<file path="src/rtl/keypad_digit_collector_pkg.sv">
// Shared key codes, FSM state encoding and small helpers for the keypad
// digit collector and its idle timer.
package keypad_digit_collector_pkg;

  localparam logic [3:0] KEY_BKSP = 4'hA;
  localparam logic [3:0] KEY_ENT  = 4'hB;
  localparam logic [3:0] KEY_CLR  = 4'hC;

  typedef enum logic [1:0] {
    ST_IDLE   = 2'd0,
    ST_ENTRY  = 2'd1,
    ST_FULL   = 2'd2,
    ST_SUBMIT = 2'd3
  } state_t;

  function automatic logic is_digit(input logic [3:0] code);
    return code <= 4'd9;
  endfunction

  // Codes D-F are neither digits nor commands; they never count as a key stroke.
  function automatic logic is_known_key(input logic [3:0] code);
    return code <= KEY_CLR;
  endfunction

endpackage

</file>
<file path="src/rtl/keypad_digit_collector_timer.sv">
// Inactivity timer: cleared by any accepted key, counts while enabled and
// raises a combinational terminal-count flag on its last cycle.
module entry_idle_timer #(
  parameter int          TW          = 26,
  parameter int unsigned TIMEOUT_CYC = 50000000
) (
  input  logic clk,
  input  logic clr_n,
  input  logic clear,
  input  logic enable,
  output logic expired
);

  localparam logic [TW-1:0] TERM = TW'(TIMEOUT_CYC - 1);

  logic [TW-1:0] count_reg;

  assign expired = enable && (count_reg == TERM);

  always_ff @(posedge clk or negedge clr_n) begin
    if (!clr_n) begin
      count_reg <= '0;
    end else if (clear || !enable || expired) begin
      count_reg <= '0;
    end else begin
      count_reg <= count_reg + TW'(1);
    end
  end

endmodule

</file>
<file path="src/rtl/keypad_digit_collector.sv">
// Collects BCD key strokes into a six-digit register file feeding the lock,
// with backspace, clear, enter and an inactivity timeout.
module keypad_digit_collector
  import keypad_digit_collector_pkg::*;
#(
  parameter int          NDIG        = 6,
  parameter int unsigned TIMEOUT_CYC = 50000000,
  parameter int          TW          = 26
) (
  input  logic       clk,
  input  logic       clr_n,
  input  logic       key_valid,
  input  logic [3:0] key_code,
  output logic [3:0] dig1,
  output logic [3:0] dig2,
  output logic [3:0] dig3,
  output logic [3:0] dig4,
  output logic [3:0] dig5,
  output logic [3:0] dig6,
  output logic [2:0] digit_cnt,
  output logic       full,
  output logic       submit,
  output logic       err,
  output logic       timeout
);

  localparam logic [2:0] FULL_CNT = 3'(NDIG);
  localparam logic [2:0] LAST_IDX = 3'(NDIG - 1);

  state_t     state_reg, state_next;
  logic [3:0] dig_reg  [NDIG];
  logic [3:0] dig_next [NDIG];
  logic [2:0] cnt_reg, cnt_next;
  logic       full_reg;
  logic       submit_reg, submit_next;
  logic       err_reg, err_next;
  logic       timeout_reg, timeout_next;
  logic       clear_all;
  logic       key_acc;
  logic       timer_en;
  logic       timer_expired;

  // Keys arriving during the SUBMIT hold cycle are dropped outright.
  assign key_acc  = key_valid && (state_reg != ST_SUBMIT) && is_known_key(key_code);
  assign timer_en = (state_reg == ST_ENTRY) || (state_reg == ST_FULL);

  entry_idle_timer #(
    .TW          (TW),
    .TIMEOUT_CYC (TIMEOUT_CYC)
  ) u_idle_timer (
    .clk     (clk),
    .clr_n   (clr_n),
    .clear   (key_acc),
    .enable  (timer_en),
    .expired (timer_expired)
  );

  always_ff @(posedge clk or negedge clr_n) begin
    if (!clr_n) begin
      state_reg <= ST_IDLE;
    end else begin
      state_reg <= state_next;
    end
  end

  always_comb begin
    state_next   = state_reg;
    cnt_next     = cnt_reg;
    submit_next  = 1'b0;
    err_next     = 1'b0;
    timeout_next = 1'b0;
    clear_all    = 1'b0;
    for (int i = 0; i < NDIG; i++) begin
      dig_next[i] = dig_reg[i];
    end

    case (state_reg)
      ST_IDLE: begin
        if (key_acc) begin
          if (is_digit(key_code)) begin
            dig_next[0] = key_code;
            cnt_next    = 3'd1;
            state_next  = ST_ENTRY;
          end else if (key_code == KEY_ENT) begin
            err_next = 1'b1;
          end
        end
      end

      ST_ENTRY: begin
        if (key_acc) begin
          if (is_digit(key_code)) begin
            dig_next[cnt_reg] = key_code;
            cnt_next          = cnt_reg + 3'd1;
            if (cnt_reg == LAST_IDX) begin
              state_next = ST_FULL;
            end
          end else if (key_code == KEY_BKSP) begin
            dig_next[cnt_reg - 3'd1] = 4'd0;
            cnt_next                 = cnt_reg - 3'd1;
            if (cnt_reg == 3'd1) begin
              state_next = ST_IDLE;
            end
          end else if (key_code == KEY_CLR) begin
            clear_all  = 1'b1;
            state_next = ST_IDLE;
          end else begin
            err_next = 1'b1;
          end
        end else if (timer_expired) begin
          clear_all    = 1'b1;
          timeout_next = 1'b1;
          state_next   = ST_IDLE;
        end
      end

      ST_FULL: begin
        if (key_acc) begin
          if (is_digit(key_code)) begin
            err_next = 1'b1;
          end else if (key_code == KEY_BKSP) begin
            dig_next[LAST_IDX] = 4'd0;
            cnt_next           = LAST_IDX;
            state_next         = ST_ENTRY;
          end else if (key_code == KEY_CLR) begin
            clear_all  = 1'b1;
            state_next = ST_IDLE;
          end else begin
            submit_next = 1'b1;
            state_next  = ST_SUBMIT;
          end
        end else if (timer_expired) begin
          clear_all    = 1'b1;
          timeout_next = 1'b1;
          state_next   = ST_IDLE;
        end
      end

      // Digits stayed visible while submit was high; wipe them now.
      ST_SUBMIT: begin
        clear_all  = 1'b1;
        state_next = ST_IDLE;
      end

      default: begin
        clear_all  = 1'b1;
        state_next = ST_IDLE;
      end
    endcase

    if (clear_all) begin
      cnt_next = 3'd0;
      for (int i = 0; i < NDIG; i++) begin
        dig_next[i] = 4'd0;
      end
    end
  end

  always_ff @(posedge clk or negedge clr_n) begin
    if (!clr_n) begin
      cnt_reg     <= 3'd0;
      full_reg    <= 1'b0;
      submit_reg  <= 1'b0;
      err_reg     <= 1'b0;
      timeout_reg <= 1'b0;
      for (int i = 0; i < NDIG; i++) begin
        dig_reg[i] <= 4'd0;
      end
    end else begin
      cnt_reg     <= cnt_next;
      full_reg    <= (cnt_next == FULL_CNT);
      submit_reg  <= submit_next;
      err_reg     <= err_next;
      timeout_reg <= timeout_next;
      for (int i = 0; i < NDIG; i++) begin
        dig_reg[i] <= dig_next[i];
      end
    end
  end

  assign dig1      = dig_reg[0];
  assign dig2      = dig_reg[1];
  assign dig3      = dig_reg[2];
  assign dig4      = dig_reg[3];
  assign dig5      = dig_reg[4];
  assign dig6      = dig_reg[5];
  assign digit_cnt = cnt_reg;
  assign full      = full_reg;
  assign submit    = submit_reg;
  assign err       = err_reg;
  assign timeout   = timeout_reg;

endmodule

</file>
<file path="config.mk">
export PLATFORM = sky130hd
export DESIGN_NAME = keypad_digit_collector
export DESIGN_NICKNAME = d
export VERILOG_FILES = /design/src/rtl/keypad_digit_collector_pkg.sv /design/src/rtl/keypad_digit_collector_timer.sv /design/src/rtl/keypad_digit_collector.sv
export SDC_FILE = /design/constraint.sdc
export NUM_CORES = 1
export LEC_CHECK = 0
export ABC_AREA = 0
export CAP_MARGIN = 40
export CORE_ASPECT_RATIO = 0.9
export CORE_UTILIZATION = 35
export CTS_BUF_LIST = sky130_fd_sc_hd__clkbuf_16
export DETAILED_ROUTE_END_ITERATION = 10
export PLACE_DENSITY = 0.51
export SETUP_SLACK_MARGIN = 0.05
export SYNTH_ARGS = -nofsm -noshare
export SYNTH_HDL_FRONTEND = slang
export SYNTH_SLANG_ARGS = --single-unit
</file>
<file path="constraint.sdc">
create_clock -name clk -period 5.7 [get_ports clk]
set_input_delay 0.855 -clock clk [delete_from_list [all_inputs] [get_ports clk]]
set_output_delay 0.855 -clock clk [all_outputs]
set_load 0.03 [all_outputs]
</file>
; ---- Yosys cells after proc, flatten, opt, wreduce, memory -nomap -nowiden
; Cells that the tools add are included.
[word_totals]
register_bits = 59
output_inout_bits = 31
[classes]
mux = 61
magnitude_cmp = 6
reduce_logical = 20
bitwise_logic = 4
addsub = 3
eq_ne = 24
[ops]
columns = operator, count
row1 = $mux 24, 4
row2 = $mux 4, 7
row3 = $mux 3, 9
row4 = $add 26x1->26 const B, 1
row5 = $eq 26x26->1 const B, 1
row6 = $mux 2, 13
row7 = $mux 26, 1
row8 = $and 24x24->24, 1
row9 = $bwmux 24, 1
row10 = $demux 4 s3, 2
row11 = $not 24->24, 1
row12 = $mux 1, 17
row13 = $mux 16, 1
row14 = $pmux 4 s2, 2
row15 = $eq 4x4->1 const B, 3
row16 = $ne 3x2->1 const B, 4
row17 = $reduce_and 6->1, 2
row18 = $ne 5x5->1 const B, 2
row19 = $ne 3x3->1 const B, 3
row20 = $pmux 3 s3, 1
row21 = $reduce_bool 3->1, 3
row22 = $ge 4x4->1 const B, 2
row23 = $le 4x4->1 const B, 2
row24 = $lt 4x1->1 const B, 2
row25 = 22 further kinds, 33

; ---- Logic depth before layout (Yosys ltp)
; Gate-level depths: netlist of run 1.
[logic_depth]
word_depth = 13
ltp_mapped = 10

; ---- Hierarchy
; A second synthesis of run 1 with hierarchy kept.
[hier_totals]
cells_unflattened = 369
area_unflattened_um2 = 3530.9
[modules_own_cells]
columns = module, cells_per_inst, seq_area_each_um2, area_per_inst_um2, n_inst
row1 = keypad_digit_collector, 226, 825.8, 2180.8, 1
row2 = entry_idle_timer, 143, 650.6, 1350.0, 1

; ---- Least setup slack after synthesis of run 1
; OpenSTA, ideal clock, no wires.
[synth_path]
kind = register to register
from = register cnt_reg[1] (netlist: digit_cnt[1])
to = register full_reg (netlist: full)
t_required_ns = 5.620
synth_period_minus_slack_ns = 2.534
path_slack_ns = 3.166
path_buffers = 2
stages_incl_launch_ff = 11
arrival_ns = 2.453
path_cell_list = dfrtp_1 > clkbuf_1 > inv_1 > ha_1 > clkbuf_1 > inv_1 > o221ai_1 > a21oi_2 > a211oi_1 > or4_4 > nor3_2
[synth_via]
elab_chain_cells = 7
elab_cells_between_ends = 13
cone_classes = 2 x add/sub / 1 x eq/ne / 10 x mux
[synth_lines]
columns = element, line
row1 = start: declaration, keypad_digit_collector.sv:33  ; logic [2:0] cnt_reg, cnt_next;
row2 = start signal: assignment, keypad_digit_collector.sv:170  ; cnt_reg <= cnt_next;
row3 = $sub 3x1->3, keypad_digit_collector.sv:100  ; cnt_next = cnt_reg - 3'd1;
row4 = $mux 3, keypad_digit_collector.sv:98  ; end else if (key_code == KEY_BKSP) begin
row5 = $mux 3, keypad_digit_collector.sv:92  ; if (is_digit(key_code)) begin
row6 = $mux 3, keypad_digit_collector.sv:91  ; if (key_acc) begin
row7 = $pmux 3 s3 (*), keypad_digit_collector.sv:77  ; case (state_reg)
row8 = $mux 3 (*), keypad_digit_collector.sv:151  ; if (clear_all) begin
row9 = $eq 3x3->1 (*), keypad_digit_collector.sv:171  ; full_reg <= (cnt_next == FULL_CNT);
row10 = end signal: assignment, keypad_digit_collector.sv:171
row11 = end: declaration, keypad_digit_collector.sv:34  ; logic full_reg;
; Mark *: on every way between the ends. The rest lies on a longest branch, timed or not.
; A chain may end at the register's enable or synchronous reset.

; ---- Worst setup path after layout of run 1
[layout_path]
from = input key_code[3]
to = register dig_reg (netlist bit dig6[2])
[layout_via]
elab_chain_cells = 8
elab_cells_between_ends = 21
cone_classes = 2 x order compare / 7 x eq/ne / 9 x mux / 3 x reduce/logical
[layout_lines]
columns = element, line
row1 = start: declaration, keypad_digit_collector.sv:13  ; input logic [3:0] key_code,
row2 = $eq 4x4->1, "keypad_digit_collector.sv:104, keypad_digit_collector.sv:125"
row3 = $mux 1, "keypad_digit_collector.sv:104, keypad_digit_collector.sv:125"
row4 = $mux 1, keypad_digit_collector.sv:121  ; end else if (key_code == KEY_BKSP) begin
row5 = $mux 1, keypad_digit_collector.sv:92
row6 = $mux 1, keypad_digit_collector.sv:91
row7 = $pmux 1 s2, keypad_digit_collector.sv:77
row8 = $ne 4x2->1 (no source line) (tied with other cells), n/a
row9 = $reduce_and 6->1 (no source line), n/a
row10 = end signal: indexed assignment, keypad_digit_collector.sv:176  ; dig_reg[i] <= dig_next[i];
row11 = end: declaration, keypad_digit_collector.sv:31  ; logic [3:0] dig_reg [NDIG];
; Parallel ways exist; a longest one is shown, timed or not. The select of a mux whose other input is x is not followed.

==> impl_metrics.yaml, run 1 <==
status:
  status: "complete, no violations"
clocking:
  cts-hold-fix-buffers: 0
  postCtsSetupBuffers: 0
  clk_latency_ns: 0.33
  cts-root-buf: "clkbuf_16"
  ctsHtreeMaxLevel: 3
  cts_buffer_depth: 2
  cts_resized: 0
  numCtsBuffers: 9
  cts_tree: "yes"
  clock_sinks: 59
  path_clk_slew_ns: 0.06
logic_synthesis:
  synth_cell_types: 67
  synthFlopType: "dfrtp_1"
  async_reset_ff_frac: 1.00
  postSynthAreaPerCell_um2: 8.84
  synth-seq-cells: 59
  syn_area_um2: 3570
  ys_warn_count: 0
  seq_area_frac_synth: 0.413
  synth_edf_count: 0
  synthCells: 404
  synth_fp_nets: 420
sta:
  relSlewSlack: 0.431
  rsz0062_at_grt: "no"
  fin_hold_ws_ns: 0.487
  tightest_slew_ns: 0.854
  period_needed_ns: 3.51
  fin_crit_sh: 0.615
  skew_ns: 0.00614
  fin_tns_setup_ns: 0
  finalHoldViolCount: 0
  setup_ws_ns: 2.19
  slew_viol_final: 0
  max_freq_ghz: 0.285
  setup_viol_count_final: 0
cells_and_area:
  drive_gt1_frac: 0.0729
  regArea_um2: 1480
  layout.nets: 450
  largest_reg_flops: 26
  finalInstanceArea_um2: 4290
  n_fill_cell: 1006
  antenna_cells: 0
  multi_input_area_um2: 1930
  finalNonFillerCells: 565
  area_delta_synth_final_pct: 20.0
critical_path:
  rrSetupSlack_ns: 2.80
  worst_setup_path_end_kind: "register"
  worstSetupPathType: "in2reg"
  worstSetupStartpoint: "key_code[3]"
  critPathRequiredTime_ns: 5.91
  critPathMaxFanout: 26
  cp.arrival_ns: 3.72
  worstReg2RegStart: "digit_cnt[0]$_DFF_PN0_"
  start_kind: "primary input"
power_and_ir_drop:
  vdd_ir_drop_max_mv: 0.181
  powerDensity_nw_per_um2: 443
  p_leak_nw: 1.76
route:
  wl_per_cell_um: 17.2
  first_iter_violations: 201
  vias: 3165
  ant_nets: 0
  wl_um: 9720
  drc_errors: 0
  dr.pass1.iters: 5
  via_per_inst: 5.60
die:
  core_um2: 9780
  die_y_um: 97.8
  fp.dieW_um: 108
  dieArea_um2: 10600
  boundaryPins: 38
  start_util: 0.365
  rows: 34
place:
  dp.cells: 549
  globalplace.congestion: 0.847
  dp_slack_ns: 1.91
  place_area_um2: 4020
  place_hpwl_um: 6600
  port_buffers: 37
global_route:
  grt_pass1_wl_um: 16300
  grt_max_degree: 60
  grt_antenna_before_repair: 0
  overflow: 0
  grt_pass1_vias: 3057
  grt_usage: 0.197
hold_path:
  holdCritStartpoint: "dig1[1]$_DFFE_PN0P_"
  hold_class: "reg2reg"
flow_run:
  max_cap_viol_count: 0
[path summary, 6_finish.rpt]
| path | to | cells after the start |
|---|---|---|
| setup reg to reg | full$_DFF_PN0_ | 8 |
| hold reg to reg | dig1[1]$_DFFE_PN0P_ | 1 |
| hold / removal | dig1[1]$_DFFE_PN0P_ | 1 |
| max in group asynchronous | dig6[1]$_DFFE_PN0P_ | 2 |
| setup / recovery | dig6[2]$_DFFE_PN0P_ | 7 |
| min in group asynchronous | u_idle_timer.count_reg[21]$_DFF_PN0_ | 2 |
[kinds of logic (layout without fill, tap and decap cells)]
logic type	count (synthesis)	count (layout)	share of synthesized area
flops	59	59	0.413
buf+inv	37	72	0.0452
compound gates	95	95	0.189
fa+ha+maj	10	10	0.0343
xor+xnor	25	25	0.0613
simple gates	178	178	0.257
[critical path: stages]
cell and delay, ns:
clkdlybuf4s50_1 0.89, nand2_1 0.23, o21ai_1 0.40, nand4_2 0.21, a31oi_4 0.68, o21ba_1 0.26
a32o_1 0.20
[power by group]
part / switching [mW] / total (mW) / internal [mW] / leakage [nW]
clock: 0.194 / 0.482 / 0.288 / 0.135
combinational: 0.528 / 0.840 / 0.312 / 0.832
sequential: 0.0823 / 0.576 / 0.494 / 0.791
[synth_stat cells (4+ instances only)]
| cell type | n | area [µm²] |
|---|---|---|
| nor3_1 | 9 | 45.0 |
| and3_1 | 5 | 31.3 |
| nand4_1 | 10 | 62.6 |
| nand2_1 | 31 | 116 |
| xor2_1 | 15 | 131 |
| nand3b_1 | 4 | 30.0 |
| clkbuf_1 | 8 | 30.0 |
| nor2_1 | 69 | 259 |
| nand3_1 | 16 | 80.1 |
| a22oi_1 | 12 | 90.1 |
| dfrtp_1 | 59 | 1480 |
| xnor2_1 | 10 | 87.6 |
| a32o_1 | 5 | 50.1 |
| inv_1 | 14 | 52.6 |
| ha_1 | 9 | 113 |
| a21oi_1 | 19 | 95.1 |
| or3_1 | 4 | 25.0 |
| o2bb2ai_1 | 5 | 43.8 |
| a31oi_1 | 4 | 25.0 |
| o21ai_0 | 17 | 85.1 |
| buf_2 | 10 | 50.1 |
[cells in the final DEF, fill, tap and decap left out, drive strengths merged, types with 3 or more instances in the layout]
master          n
nor2           70
dfrtp          59
clkdlybuf4s50  36
nand2          31
o21ai          21
a21oi          20
inv            18
nand3          16
xor2           15
a22oi          12
nand4          12
xnor2          10
nor3           10
ha              9
clkbuf          9
and3            5
a32o            5
o2bb2ai         5
a31oi           5
nor4            5
or3             4
nand3b          4
and2            4
o221ai          4
clkinv          4
buf             4
nand2b          3
a211oi          3
o22ai           3
o31ai           3
[metal layers]
layer  track usage  vias up  wire (µm)
met5             0        -          0
met4        0.0811        0        249
met3        0.0407       23        601
met2         0.266      101       3980
met1         0.302     1529       4890
li1              -     1512          -
[per-stage QoR]
step                      total power, mW   util
after floorplan                      1.13      -
after global placement               1.41  0.409
after detailed placement             1.42  0.411
after CTS                            1.91  0.438
after global routing                 2.02  0.438
final                                1.90  0.438
[cell type report]
type | count | area share
Clock buffer | 9 | 0.0526
Sequential cell | 59 | 0.345
Inverter | 16 | 0.0146
Timing Repair Buffer | 40 | 0.0917
Clock inverter | 7 | 0.00876
Tap cell | 126 | 0.0368
Multi-Input combinational cell | 308 | 0.451
No activity file was read; power rests on OpenSTA's default activity.
==> inputs of run 2 (changes only) <==
==> constraint.sdc (replaced) <==
create_clock -name clk -period 3.3 [get_ports clk]
set_input_delay 0.495 -clock clk [delete_from_list [all_inputs] [get_ports clk]]
set_output_delay 0.495 -clock clk [all_outputs]
set_load 0.03 [all_outputs]
==> run 2 against run 1 <==
  * Wire length fell by 0.20%
  * Sequential share of layout area is 0.69 points lower
  * Clock skew barely moved
  * Hold slack lost 0.33 ns
  * Register-to-register slack worse by 2.1 ns
  * Global-route usage decreased by 0.22 points
  * Sequential cell count unchanged
  * Clock power rose by 83%
  * Cell count increased by 1.6%
  * Critical endpoint is now dig1[0]$_DFFE_PN0P_
  * Non-clock buffer count is 11 higher
  * Combinational power is 77% higher
==> impl_metrics.yaml, run 2 (synthesis gave the netlist of run 1 again) <==
cells_and_area:
  n_fill_cell: 984
  multi_input_area_um2: 1930
  drive_gt1_frac: 0.0938
  layout_common_cells: "nor2_1 (69), dfrtp_1 (59), clkdlybuf4s50_1 (36)"
  antenna_cells: 0
  area_delta_synth_final_pct: 22.5
  layout.nets: 461
  final_common_cell: "nor2_1"
  finalInstanceArea_um2: 4370
  largest_reg_flops: 26
  regArea_um2: 1480
route:
  dr.pass1.iters: 5
  ant_nets: 0
  drc_errors: 0
  wl_per_cell_um: 16.9
  wl_um: 9700
  via_per_inst: 5.50
  first_iter_violations: 201
  vias: 3157
die:
  dieArea_um2: 10600
  die_y_um: 97.8
  start_util: 0.365
  core_um2: 9780
  rows: 34
  fp.dieW_um: 108
  boundaryPins: 38
critical_path:
  critPathMaxStageDelay_ns: 0.41
  cpMaxStageDelayCell: "ha_1"
  rrSetupSlack_ns: 0.69
  worstSetupPathType: "reg2reg"
  path_cells: "inv_1 > ha_1 > nand3b_1 > nor2_1 > a21oi_1 > o31ai_1 > o31ai_1 > o2bb2ai_1"
  critPathMaxFanout: 11
  cp.arrival_ns: 2.81
  critPathRequiredTime_ns: 3.51
  cpMostUsedCell: "o31ai_1"
  start_kind: "register"
  worst_setup_path_end_kind: "register"
sta:
  rsz0062_at_grt: "no"
  skew_ns: 0.00613
  finalHoldViolCount: 0
  setup_viol_count_final: 0
  max_freq_ghz: 0.384
  tightest_slew_ns: 0.747
  slew_viol_final: 0
  relSlewSlack: 0.501
  period_needed_ns: 2.61
  fin_crit_sh: 0.790
  fin_tns_setup_ns: 0
global_route:
  met3_usage: 0.0360
  grt_pass1_wl_um: 16100
  grt_pass1_vias: 3030
  grt_antenna_before_repair: 0
  use_met1: 0.303
  overflow: 0
  grt_usage: 0.195
  use_met2: 0.271
  grt-busiest-layer: "met1"
  grt_max_degree: 40
clocking:
  cts-hold-fix-buffers: 0
  cts_tree: "yes"
  cts_buffer_depth: 2
  clk_latency_ns: 0.32
  path_clk_slew_ns: 0.05
  clock_sinks: 59
  ctsHtreeMaxLevel: 3
  numCtsBuffers: 9
  cts-root-buf: "clkbuf_16"
  postCtsSetupBuffers: 0
  cts_resized: 0
place:
  globalplace.congestion: 0.851
  place_hpwl_um: 7000
  place_area_um2: 4100
  port_buffers: 37
power_and_ir_drop:
  vdd_ir_drop_max_mv: 0.438
  p_leak_nw: 1.81
  powerDensity_nw_per_um2: 762
  totalPowerFinal_mw: 3.33
hold_path:
  hold_class: "in2async"
status:
  status: "complete, no violations"
flow_run:
  max_cap_viol_count: 0
[run 2: changes by cell type in the layout (fill, tap and decap cells not counted), sizes merged]
| cell | delta |
|---|---|
| bufinv | +1 |
| buf | +11 |
| inv | -1 |
| clkinv | -1 |
| clkinvlp | -1 |
[run 2: final timing paths]
| kind | from | end | cells past startpoint |
|---|---|---|---|
| setup reg to reg | state_reg[1]$_DFFE_PN0P_ | dig1[0]$_DFFE_PN0P_ | 8 |
| setup / recovery | state_reg[1]$_DFFE_PN0P_ | dig1[0]$_DFFE_PN0P_ | 8 |
| hold / removal | clr_n | u_idle_timer.count_reg[21]$_DFF_PN0_ | 1 |
| min in group clk | dig1[2]$_DFFE_PN0P_ | dig1[2]$_DFFE_PN0P_ | 1 |
| max in group asynchronous | clr_n | dig2[3]$_DFFE_PN0P_ | 2 |
| hold reg to reg | dig1[2]$_DFFE_PN0P_ | dig1[2]$_DFFE_PN0P_ | 1 |
[run 2: layer usage]
layer	part of all wire	up-vias
met4	0.013	0
met1	0.53	1522
met5	0	-
met3	0.044	12
li1	-	1538
met2	0.42	85
[run 2: where the power goes]
| part | leakage (nW) | switching, mW | internal [mW] |
|---|---|---|---|
| logic | 0.884 | 0.941 | 0.553 |
| clock network | 0.140 | 0.317 | 0.567 |
| registers | 0.791 | 0.101 | 0.855 |
| total | 1.81 | 1.36 | 1.97 |
[run 2: worst max-delay path, delay by kind of cell (launching register included)]
family                     cells  cell delay, ns
AOI/OAI and AO/OA              4            0.91
and+or+nand+nor                2            0.66
buffers and inverters          1            0.10
DFF                            1            0.40
adders and majority gates      1            0.41
[run 2: final cells by class]
class	count	area share
clock buffers	9	0.0515
clock inverters	5	0.0109
inverters	16	0.0143
multi-input cells	308	0.442
flip-flops and latches	59	0.338
well taps	126	0.0361
repair buffers	51	0.108
[run 2: per-stage QoR]
step	util	cells	setup slack [ns]	hold slack, ns
2_1_floorplan	-	404	0.766	0.199
3_3_place_gp	0.419	560	0.537	0.481
3_5_place_dp	0.419	560	0.491	0.481
4_1_cts	0.447	574	0.766	0.176
5_1_grt	0.447	574	0.512	0.193
6_report	0.447	574	0.693	0.159
